### config.mk
export PLATFORM = sky130hd
export DESIGN_NAME = brc_seq
export DESIGN_NICKNAME = d
export VERILOG_FILES = /design/src/rtl/brc_seq.sv
export SDC_FILE = /design/constraint.sdc
export NUM_CORES = 1
export LEC_CHECK = 0
export ABC_CLOCK_PERIOD_IN_PS = 3550
export CELL_PAD_IN_SITES_DETAIL_PLACEMENT = 1
export CELL_PAD_IN_SITES_GLOBAL_PLACEMENT = 1
export CORE_MARGIN = 2
export CORE_UTILIZATION = 35
export DETAILED_ROUTE_END_ITERATION = 6
export PLACE_DENSITY = 0.81
export SYNTH_ARGS = -nofsm -noshare
export SYNTH_HDL_FRONTEND = slang
export SYNTH_SLANG_ARGS = --single-unit
### constraint.sdc
create_clock -name i_clk -period 3.55 [get_ports i_clk]
set_clock_uncertainty 0.1 [all_clocks]
set_input_delay 0.355 -clock i_clk [delete_from_list [all_inputs] [get_ports i_clk]]
set_output_delay 0.355 -clock i_clk [all_outputs]
set_load 0.005 [all_outputs]
### src/rtl/brc_seq.sv
// rtl/brc_seq.sv - multi-cycle chunked branch comparator (optional macro: BRC_EARLY_EXIT_EN)
//
// Compares operand A (rs1) against operand B (rs2 or the immediate) one CHUNK_W
// slice per cycle, most significant slice first. The first slice that differs
// decides "less"; if no slice differs the operands are equal. The funct3 code
// captured at acceptance is decoded into the branch-taken bit.
//
// BRC_EARLY_EXIT_EN defined   : the scan stops on the first differing slice.
// BRC_EARLY_EXIT_EN undefined : the scan always covers every slice, giving a
//                               constant latency of NCHUNK cycles.
// Flag values are identical in both builds.
//
// DATA_W must be a multiple of CHUNK_W.

module brc_seq #(
  parameter int DATA_W  = 32,
  parameter int CHUNK_W = 8
) (
  input  logic              i_clk,
  input  logic              i_rst_n,
  input  logic              i_valid,
  output logic              o_ready,
  input  logic [DATA_W-1:0] i_rs1_data,
  input  logic [DATA_W-1:0] i_rs2_data,
  input  logic [DATA_W-1:0] i_imm,
  input  logic              i_imm_sel,
  input  logic              i_br_un,
  input  logic [2:0]        i_funct3,
  output logic              o_valid,
  input  logic              i_ready,
  output logic              o_br_less,
  output logic              o_br_equal,
  output logic              o_br_taken
);

  localparam int NCHUNK = DATA_W / CHUNK_W;
  localparam int IDX_W  = (NCHUNK > 1) ? $clog2(NCHUNK) : 1;
  localparam logic [IDX_W-1:0] IDX_TOP  = IDX_W'(NCHUNK - 1);
  localparam logic [IDX_W-1:0] IDX_ZERO = '0;

`ifdef BRC_EARLY_EXIT_EN
  localparam bit EARLY_EXIT = 1'b1;
`else
  localparam bit EARLY_EXIT = 1'b0;
`endif

  typedef enum logic [1:0] {
    S_IDLE = 2'd0,
    S_CMP  = 2'd1,
    S_DONE = 2'd2
  } state_t;

  state_t             state;
  logic [IDX_W-1:0]   idx;
  logic [DATA_W-1:0]  a_q;
  logic [DATA_W-1:0]  b_q;
  logic               un_q;
  logic [2:0]         f3_q;
  // found_q/less_q remember the first differing slice while the scan continues
  logic               found_q;
  logic               less_q;

  logic [CHUNK_W-1:0] a_chunks [NCHUNK];
  logic [CHUNK_W-1:0] b_chunks [NCHUNK];
  logic [CHUNK_W-1:0] a_sel;
  logic [CHUNK_W-1:0] b_sel;
  logic [CHUNK_W-1:0] a_c;
  logic [CHUNK_W-1:0] b_c;
  logic               diff_now;
  logic               lt_now;
  logic               last_chunk;
  logic               fin_less;
  logic               fin_equal;
  logic               cmp_exit;

  // Slice the latched operands into per-cycle comparison chunks
  always_comb begin
    for (int i = 0; i < NCHUNK; i++) begin
      a_chunks[i] = a_q[i*CHUNK_W +: CHUNK_W];
      b_chunks[i] = b_q[i*CHUNK_W +: CHUNK_W];
    end
  end

  generate
    if (NCHUNK == 1) begin : g_single
      assign a_sel = a_chunks[0];
      assign b_sel = b_chunks[0];
    end else begin : g_multi
      assign a_sel = a_chunks[idx];
      assign b_sel = b_chunks[idx];
    end
  endgenerate

  // Current-slice compare; flipping the sign bit maps two's complement onto unsigned order
  always_comb begin
    a_c = a_sel;
    b_c = b_sel;
    if (!un_q && (idx == IDX_TOP)) begin
      a_c[CHUNK_W-1] = ~a_sel[CHUNK_W-1];
      b_c[CHUNK_W-1] = ~b_sel[CHUNK_W-1];
    end
    diff_now   = (a_c != b_c);
    lt_now     = (a_c < b_c);
    last_chunk = (idx == IDX_ZERO);
    // A difference already recorded outranks anything in lower slices
    fin_less   = found_q ? less_q : (diff_now && lt_now);
    fin_equal  = !found_q && !diff_now;
    cmp_exit   = last_chunk || (EARLY_EXIT && !found_q && diff_now);
  end

  function automatic logic decode_taken(input logic [2:0] f3,
                                        input logic       less,
                                        input logic       equal);
    logic t;
    case (f3)
      3'b000:         t = equal;
      3'b001:         t = !equal;
      3'b100, 3'b110: t = less;
      3'b101, 3'b111: t = !less;
      default:        t = 1'b0;
    endcase
    return t;
  endfunction

  // Control FSM with registered handshake and result outputs
  always_ff @(posedge i_clk) begin
    if (!i_rst_n) begin
      state      <= S_IDLE;
      idx        <= IDX_ZERO;
      a_q        <= '0;
      b_q        <= '0;
      un_q       <= 1'b0;
      f3_q       <= 3'b000;
      found_q    <= 1'b0;
      less_q     <= 1'b0;
      o_ready    <= 1'b1;
      o_valid    <= 1'b0;
      o_br_less  <= 1'b0;
      o_br_equal <= 1'b0;
      o_br_taken <= 1'b0;
    end else begin
      case (state)
        S_IDLE: begin
          if (i_valid && o_ready) begin
            a_q     <= i_rs1_data;
            b_q     <= i_imm_sel ? i_imm : i_rs2_data;
            un_q    <= i_br_un;
            f3_q    <= i_funct3;
            idx     <= IDX_TOP;
            found_q <= 1'b0;
            less_q  <= 1'b0;
            o_ready <= 1'b0;
            state   <= S_CMP;
          end
        end
        S_CMP: begin
          if (cmp_exit) begin
            o_br_less  <= fin_less;
            o_br_equal <= fin_equal;
            o_br_taken <= decode_taken(f3_q, fin_less, fin_equal);
            o_valid    <= 1'b1;
            state      <= S_DONE;
          end else begin
            idx <= idx - IDX_W'(1);
            if (!found_q && diff_now) begin
              found_q <= 1'b1;
              less_q  <= lt_now;
            end
          end
        end
        S_DONE: begin
          // Result is held until consumed; the return to IDLE costs one bubble
          if (i_ready) begin
            o_valid <= 1'b0;
            o_ready <= 1'b1;
            state   <= S_IDLE;
          end
        end
        default: begin
          o_valid <= 1'b0;
          o_ready <= 1'b1;
          state   <= S_IDLE;
        end
      endcase
    end
  end

endmodule

After elaboration in Yosys (flattened, before gate mapping):

Cells that the tools add are included.

* RAM bits: 0
* word-level logic and storage cells: 88
* memory bits (read-only): 0
* latch bits: 0
* memories kept: 0
* output and inout bits: 5
* flip-flop bits (word level): 79
* bits of input ports: 105

* equal/unequal tests: 14
* bitwise operators: 5
* shift operators: 0
* div/mod/pow operators: 0
* $add $sub $neg: 1
* reductions and logical operators: 23
* muxes and demuxes: 30
* multipliers: 0
* $lt $le $gt $ge: 2

Operator list (count)
* binary-select mux 8 bit (select 2 bit): 2
* 2-to-1 mux 32 bit: 1
* 2-to-1 mux 8 bit: 4
* == test 3 bit, second input constant: 4
* AND reduction 3 bit: 4
* 2-to-1 mux 1 bit: 11
* 2-to-1 mux 2 bit: 5
* inequality test 2 bit, second input constant: 5
* less-than comparator 8 bit: 1
* inequality test 8 bit: 1
* one-hot mux 1 bit (3 select lines): 2
* one-hot mux 2 bit (3 select lines): 1
* logical AND 1 bit: 5
* logical NOT 1 bit: 5
* == test 2 bit, second input constant: 2
* logical NOT 2 bit: 2
* NOT 1 bit: 4
* one-hot mux 1 bit (2 select lines): 2
* one-hot mux 1 bit (4 select lines): 1
* one-hot mux 2 bit (2 select lines): 1
* AND reduction 2 bit: 2
* AND reduction 4 bit: 1
* OR reduction 2 bit: 2
* == test 3 x 1 -> 1 bit, second input constant: 1
* other kinds (6): 6

Logic depth before layout (Yosys ltp):

Gate-level depths: netlist (run 1).

* depth in word-level cells: 11
* gate-level depth with buffers: 10
* gate-level depth less buffers: 9

Worst setup path after synthesis (run 1):

Ideal clock, no wire load.

* kind: register to register
* start: register idx[0]
* end: register o_br_taken
* cell stages (with the launch flop): 10
* required time: 3.386 ns
* arrival time: 2.868 ns
* period minus slack after synthesis: 3.032 ns
* setup slack: 0.518 ns
* cells stage by stage: dfxtp_1 buf_2 buf_2 mux4_2 ha_1 nand4_2 or4_1 a2111oi_0 o21ai_0 nand4_1

* longest elaborated chain between the ends: 11
* elaborated cells on any way between the ends: 24

Ends and longest elaborated chain
* start, declared: line 54 `logic [IDX_W-1:0] idx;`
* start signal, assigned: line 164 `idx <= idx - IDX_W'(1);`
* NOT 2 -> 3 bit (not written as such): line 89, 90
* binary-select mux 8 bit (select 2 bit) (on tied branches): line 89, 90
* 2-to-1 mux 8 bit (on tied branches) (2 in a row): line 89, 90
* NOT 1 bit (on tied branches): line 99, 100
* 2-to-1 mux 1 bit: line 98 `if (!un_q && (idx == IDX_TOP)) begin`
* less-than comparator 8 bit / inequality test 8 bit (equally long branches): line 103, 102
* logical AND 1 bit / logical NOT 1 bit (equally long branches): line 106, 107
* 2-to-1 mux 1 bit / logical AND 1 bit (equally long branches): line 106, 107
* logical NOT 1 bit (on tied branches): line 119, 117
* one-hot mux 1 bit (4 select lines): line 115 `case (f3)`
* end signal, assigned: line 160 `o_br_taken <= decode_taken(f3_q, fin_less, fin_equal);`
* end, declared: line 33 `output logic o_br_taken`

Parallel ways exist; a longest one is shown, timed or not. The select of a mux whose other input is x is not followed.
A chain may end at the register's enable or synchronous reset.

Worst setup path after layout (run 1):

Same ends and word-level chain as after synthesis.

==> results of run 1 <==
-- critical path, delay by kind of cell, from the launching register on --
kind	cells	cell delay (ps)
DFF	1	580
adders and majority gates	1	340
and+or+nand+nor	3	770
muxes	1	580
AOI/OAI and AO/OA	2	540
xor gates and xnor gates	1	150
-- synthesized netlist by cell type, drive strengths merged, types with 2 or more instances --
cell type,n
mux2i,32
ha,10
nand3b,2
a211oi,33
nand2b,2
o21ai,4
nor2,40
nand2,77
nor2b,2
or4,2
a21oi,43
mux4,16
nand4,3
clkbuf,19
dfxtp,79
buf,13
inv,10
nor3,3
and3b,2
nand3,3
-- path summary, 6_finish.rpt --
path                         from                      end  slack, ps  cells after the start
max           idx[0]$_SDFFE_PN0P_  o_br_taken$_SDFFE_PN0P_        420                      8
min          a_q[11]$_SDFFE_PN0P_     a_q[11]$_SDFFE_PN0P_        370                      2
max reg2reg   idx[0]$_SDFFE_PN0P_  o_br_taken$_SDFFE_PN0P_        420                      8
min reg2reg  a_q[11]$_SDFFE_PN0P_     a_q[11]$_SDFFE_PN0P_        370                      2
-- kinds of logic after synthesis --
kind of cell               share of synthesized area [%]
buffers and inverters                               4.52
and+or+nand+nor                                     15.9
adders and majority gates                           3.34
muxes                                               18.2
AOI/OAI and AO/OA                                   15.3
DFF                                                 42.3
xor gates and xnor gates                           0.468
-- metal layers --
layer	wire [um]	global-route usage, %
met1	4280	21.2
met2	5630	35.4
met3	451	3.81
met5	0	0
met4	140	5.49
-- per-stage QoR --
step                      cells  util (%)  setup slack [ps]  total power, mW
final                       649      49.2               423             2.28
after global routing        649      49.2               145             2.41
after CTS                   649      49.2               408             2.29
after detailed placement    633      47.5               441             1.70
after global placement      633      47.5               566             1.65
after floorplan             413         -               518             1.44
-- sequential cells by signal (all words and copies together) (netlist names) --
signal and count:
state 2, o_ready 1, o_br_less 1, un_q 1, less_q 1, b_q 32, f3_q 3, idx 2
a_q 32, o_valid 1, o_br_equal 1, o_br_taken 1, found_q 1
-- area by class of cell --
| type | instances | area (um2) | area share [%] |
|---|---|---|---|
| inverters | 11 | 41.3 | 0.810 |
| clock inverters | 6 | 36.3 | 0.711 |
| clock buffers | 10 | 138 | 2.70 |
| multi-input cells | 291 | 1990 | 39.1 |
| repair buffers | 116 | 1140 | 22.3 |
| flip-flops and latches | 79 | 1580 | 31.0 |
| well taps | 136 | 170 | 3.34 |
-- power by group --
group	internal (mW)	switching, mW	total (mW)
Sequential	0.976	0.0762	1.05
Clock	0.269	0.337	0.607
Combinational	0.323	0.296	0.618
Total	1.57	0.709	2.28
==> impl_metrics.json, run 1 <==
{
  "status": "completed",
  "cts.sinks": 79,
  "final_area_mm2": 0.00510,
  "tightest_slew_ps": 907,
  "path_class": "flop to flop",
  "grt_max_degree": 55,
  "maxSlewHeadroom_pct": 39.5,
  "ys_seq_area_share_pct": 42.3,
  "cts_tree": "done",
  "grt_pass1_wl_um": 16800,
  "fin_crit_ps": 3130,
  "root_buffer": "clkbuf_8",
  "synth_top_flop_cell": "dfxtp_1",
  "yosys_warnings": 0,
  "async_reset_ff_share_pct": 0,
  "crit_fanout": 8,
  "syn_avg_cell_area_um2": 9.06,
  "hpwl_um": 8240,
  "fin_crit_sh_pct": 88.1,
  "start_util_pct": 36.1,
  "final_max_slew_viol_count": 0,
  "p_leak_nw": 1.90,
  "ioPinCount": 110,
  "die_x_um": 107,
  "grt.overflow.total": 0,
  "rows": 37,
  "crit_path_cell_trace": "mux4_2, xnor2_1, ha_1, nand4_2, or4_1, a2111oi_0, o21ai_0, nand4_1",
  "mostFrequentLayoutCells": "clkdlybuf4s50_1 (108), dfxtp_1 (79), nand2_1 (77)",
  "h-tree-depth": 3,
  "ys_ff_latch": 79,
  "antenna_found_initial": 0,
  "clkTransAtPathRegs_ps": 80,
  "clk_latency_ps": 360,
  "rsz0062_at_grt": "no",
  "crit_required_ps": 3750,
  "yosys.cell_types.count": 40,
  "power_density_mw_per_mm2": 447,
  "numPortBuffers": 109,
  "dieArea_mm2": 0.0115,
  "synth_area_mm2": 0.00374,
  "cts_resized": 0,
  "final_common_cell": "clkdlybuf4s50_1",
  "synth_nets": 528,
  "yosysTopAreaCell": "dfxtp_1",
  "cts_setup_buffers": 0,
  "setup_violations": 0,
  "placedInstanceArea_mm2": 0.00493,
  "syn2layout_area_growth_pct": 36.3,
  "cts_inserted_buffers": 9,
  "max-cap-violations": 0,
  "fmax_ghz": 0.320,
  "first_iter_violations": 108,
  "netlist_top_cells_area": "dfxtp_1 (42%), mux4_2 (9.6%), mux2i_1 (8.6%)",
  "fillCellCount": 1212,
  "drc": 0,
  "gp_congestion": 0.789,
  "worstSetupEndpointType": "flop",
  "worst_path_max_delay_cell": "dfxtp_1",
  "arrival_ps": 3320,
  "finalNetCount": 623,
  "finalHoldViolCount": 0,
  "hp-class": "flop to flop",
  "routed-via-count": 3322,
  "synth_cells": 413,
  "yosysTopAreaCellShare_pct": 42.3,
  "die_h_um": 107,
  "postCtsHoldBufs": 0,
  "synth_edf_count": 0,
  "tns_ps": 0,
  "viasPerCell": 5.12,
  "drt-wirelength-per-cell_um": 16.2,
  "crit_path_start_kind": "flop",
  "ir_worst_vdd_mv": 0.210,
  "core_mm2": 0.0104,
  "drive_gt1_share_pct": 8.77,
  "dr.pass1.iters": 4,
  "holdWs_ps": 369,
  "grt_use_total_pct": 18.8,
  "diodes": 0,
  "grt_pass1_vias": 3484,
  "clockBufferDepth": 2,
  "ant_nets": 0,
  "wirelength_um": 10500,
  "critPathMaxStageDelay_ps": 580
}
Power figures use the tool's default switching activity.
==> run 2, diff against run 1 <==
Settings changed: ABC_CLOCK_PERIOD_IN_PS 3550 to 3000, CORE_MARGIN 2 to 3.
Clock period 3.55 ns to 3 ns, I/O delays scaled along.
==> impl_metrics.json, run 2 (synthesized netlist as in run 1, its figures left out) <==
{
  "mostFrequentLayoutCells": "clkdlybuf4s50_1 (108), dfxtp_1 (78), nand2_1 (77)",
  "fmax_ghz": 0.353,
  "holdPathEnd": "a_q[8]$_SDFFE_PN0P_",
  "routed-via-count": 3336,
  "fin_crit_ps": 2830,
  "top_regs": "a_q (32), b_q (32), f3_q (3)",
  "regToRegSetupSlack_ps": 170,
  "seqCellArea_mm2": 0.00159,
  "grt_max_degree": 38,
  "p_leak_nw": 1.96,
  "drc": 0,
  "crit_fanout": 6,
  "crit_path_cell_trace": "mux4_2, xor2_1, ha_1, nand4_4, or4_1, a2111oi_1, o21ai_0, nand4_1",
  "clkTransAtPathRegs_ps": 80,
  "core_mm2": 0.0104,
  "drive_gt1_share_pct": 9.85,
  "critPathMaxStageDelay_ps": 510,
  "holdWs_ps": 367,
  "crit_path_start": "idx[0]$_SDFFE_PN0P_",
  "hold_start": "a_q[8]$_SDFFE_PN0P_",
  "max-cap-violations": 0,
  "ioPinCount": 110,
  "grt.overflow.total": 0,
  "tightest_slew_ps": 914,
  "postCtsHoldBufs": 0,
  "ant_nets": 0,
  "crit_path_start_kind": "flop",
  "setup_violations": 0,
  "cts_tree": "done",
  "antenna_found_initial": 0,
  "path_class": "flop to flop",
  "clk_latency_ps": 350,
  "die_x_um": 109,
  "status": "completed",
  "clockBufferDepth": 2,
  "root_buffer": "clkbuf_8",
  "final_common_cell": "clkdlybuf4s50_1",
  "viasPerCell": 5.10,
  "finalNetCount": 628,
  "r2r_end": "o_br_taken$_SDFFE_PN0P_",
  "grt_pass1_vias": 3577,
  "grt_pass1_wl_um": 16700,
  "dieArea_mm2": 0.0120,
  "gp_congestion": 0.824,
  "die_h_um": 109,
  "diodes": 0,
  "worst_path_max_delay_cell": "mux4_2",
  "power_mw": 2.96,
  "rows": 37,
  "path_delay_family": "simple AND/OR/NAND/NOR gates",
  "dr.pass1.iters": 4,
  "cts_inserted_buffers": 9,
  "fillCellCount": 1215,
  "crit_required_ps": 3190,
  "hpwl_um": 8170,
  "fin_crit_sh_pct": 94.4,
  "tns_ps": 0,
  "grt_use_total_pct": 17.9,
  "rsz0062_at_grt": "no",
  "critPathBufInv": 0,
  "ir_worst_vdd_mv": 0.254,
  "wirelength_um": 10400,
  "drt-wirelength-per-cell_um": 16.0,
  "final_max_slew_viol_count": 0,
  "power_density_mw_per_mm2": 566,
  "worstSetupEndpointType": "flop",
  "cts.sinks": 79,
  "pre_cts_ws_ps": 23.6,
  "numPortBuffers": 109,
  "multi_input_area_mm2": 0.00200,
  "syn2layout_area_growth_pct": 39.9,
  "reg2regPathDepth": 8,
  "first_iter_violations": 108,
  "arrival_ps": 3020,
  "hp-class": "flop to flop",
  "h-tree-depth": 3,
  "r2r_start": "idx[0]$_SDFFE_PN0P_",
  "finalHoldViolCount": 0,
  "setup_ws_ps": 169,
  "maxSlewHeadroom_pct": 39.1,
  "hold_depth": 2,
  "start_util_pct": 36.1
}
## run 2: layer usage
layer	vias up	global-route usage [%]	wire [um]
li1	1668	-	-
met1	1573	20.0	4150
met2	79	33.2	5620
met3	16	4.17	478
met4	0	6.23	193
met5	-	0	0
## run 2: layout make-up
cell class	instances	share of cell area [%]
Tap cell	136	3.25
Multi-Input combinational cell	291	38.3
Sequential cell	79	30.3
Timing Repair Buffer	121	22.7
Inverter	11	0.789
Clock buffer	9	2.37
Clock inverter	7	2.29
## run 2: metrics by stage
step                util [%]  instances  cell area [um2]
floorplan                  -        413             3740
global placement        48.0        638             4980
detailed placement      48.0        638             4980
CTS                     50.3        654             5220
global route            50.5        654             5230
finish                  50.5        654             5230
## run 2: tightest hold or removal path, stage by stage (launching register included)
cell,delay (ps)
dfxtp_1,310
nand2_1,50
a21oi_1,60
## run 2: timing repair
item	4_1_cts	5_1_grt
pin swaps	0	0
setup buffers	0	0
setup endpoints to repair	1	1
resized for setup	1	3
## run 2: where the power goes
part / switching [mW] / leakage, nW / internal (mW)
registers: 0.0836 / 0.650 / 1.16
logic: 0.366 / 1.19 / 0.401
clock network: 0.400 / 0.120 / 0.555
## run 2: how the worst max path moves through the flow
| stage | endpoint | slack, ps | cells after the start |
|---|---|---|---|
| floorplan | o_br_taken$_SDFFE_PN0P_ | 50 | 9 |
| global placement | o_br_taken$_SDFFE_PN0P_ | 120 | 8 |
| detailed placement | o_br_taken$_SDFFE_PN0P_ | 20 | 8 |
| CTS | o_br_taken$_SDFFE_PN0P_ | 100 | 8 |
| global route | o_br_taken$_SDFFE_PN0P_ | 6 | 8 |
| finish | o_br_taken$_SDFFE_PN0P_ | 170 | 8 |
==> run 3, diff against run 2 <==
Settings changed: CAP_MARGIN from default to 20, SLEW_MARGIN from default to 20.
==> results of run 3 <==
Final layout, timing and power as in run 2 (identical DEF).
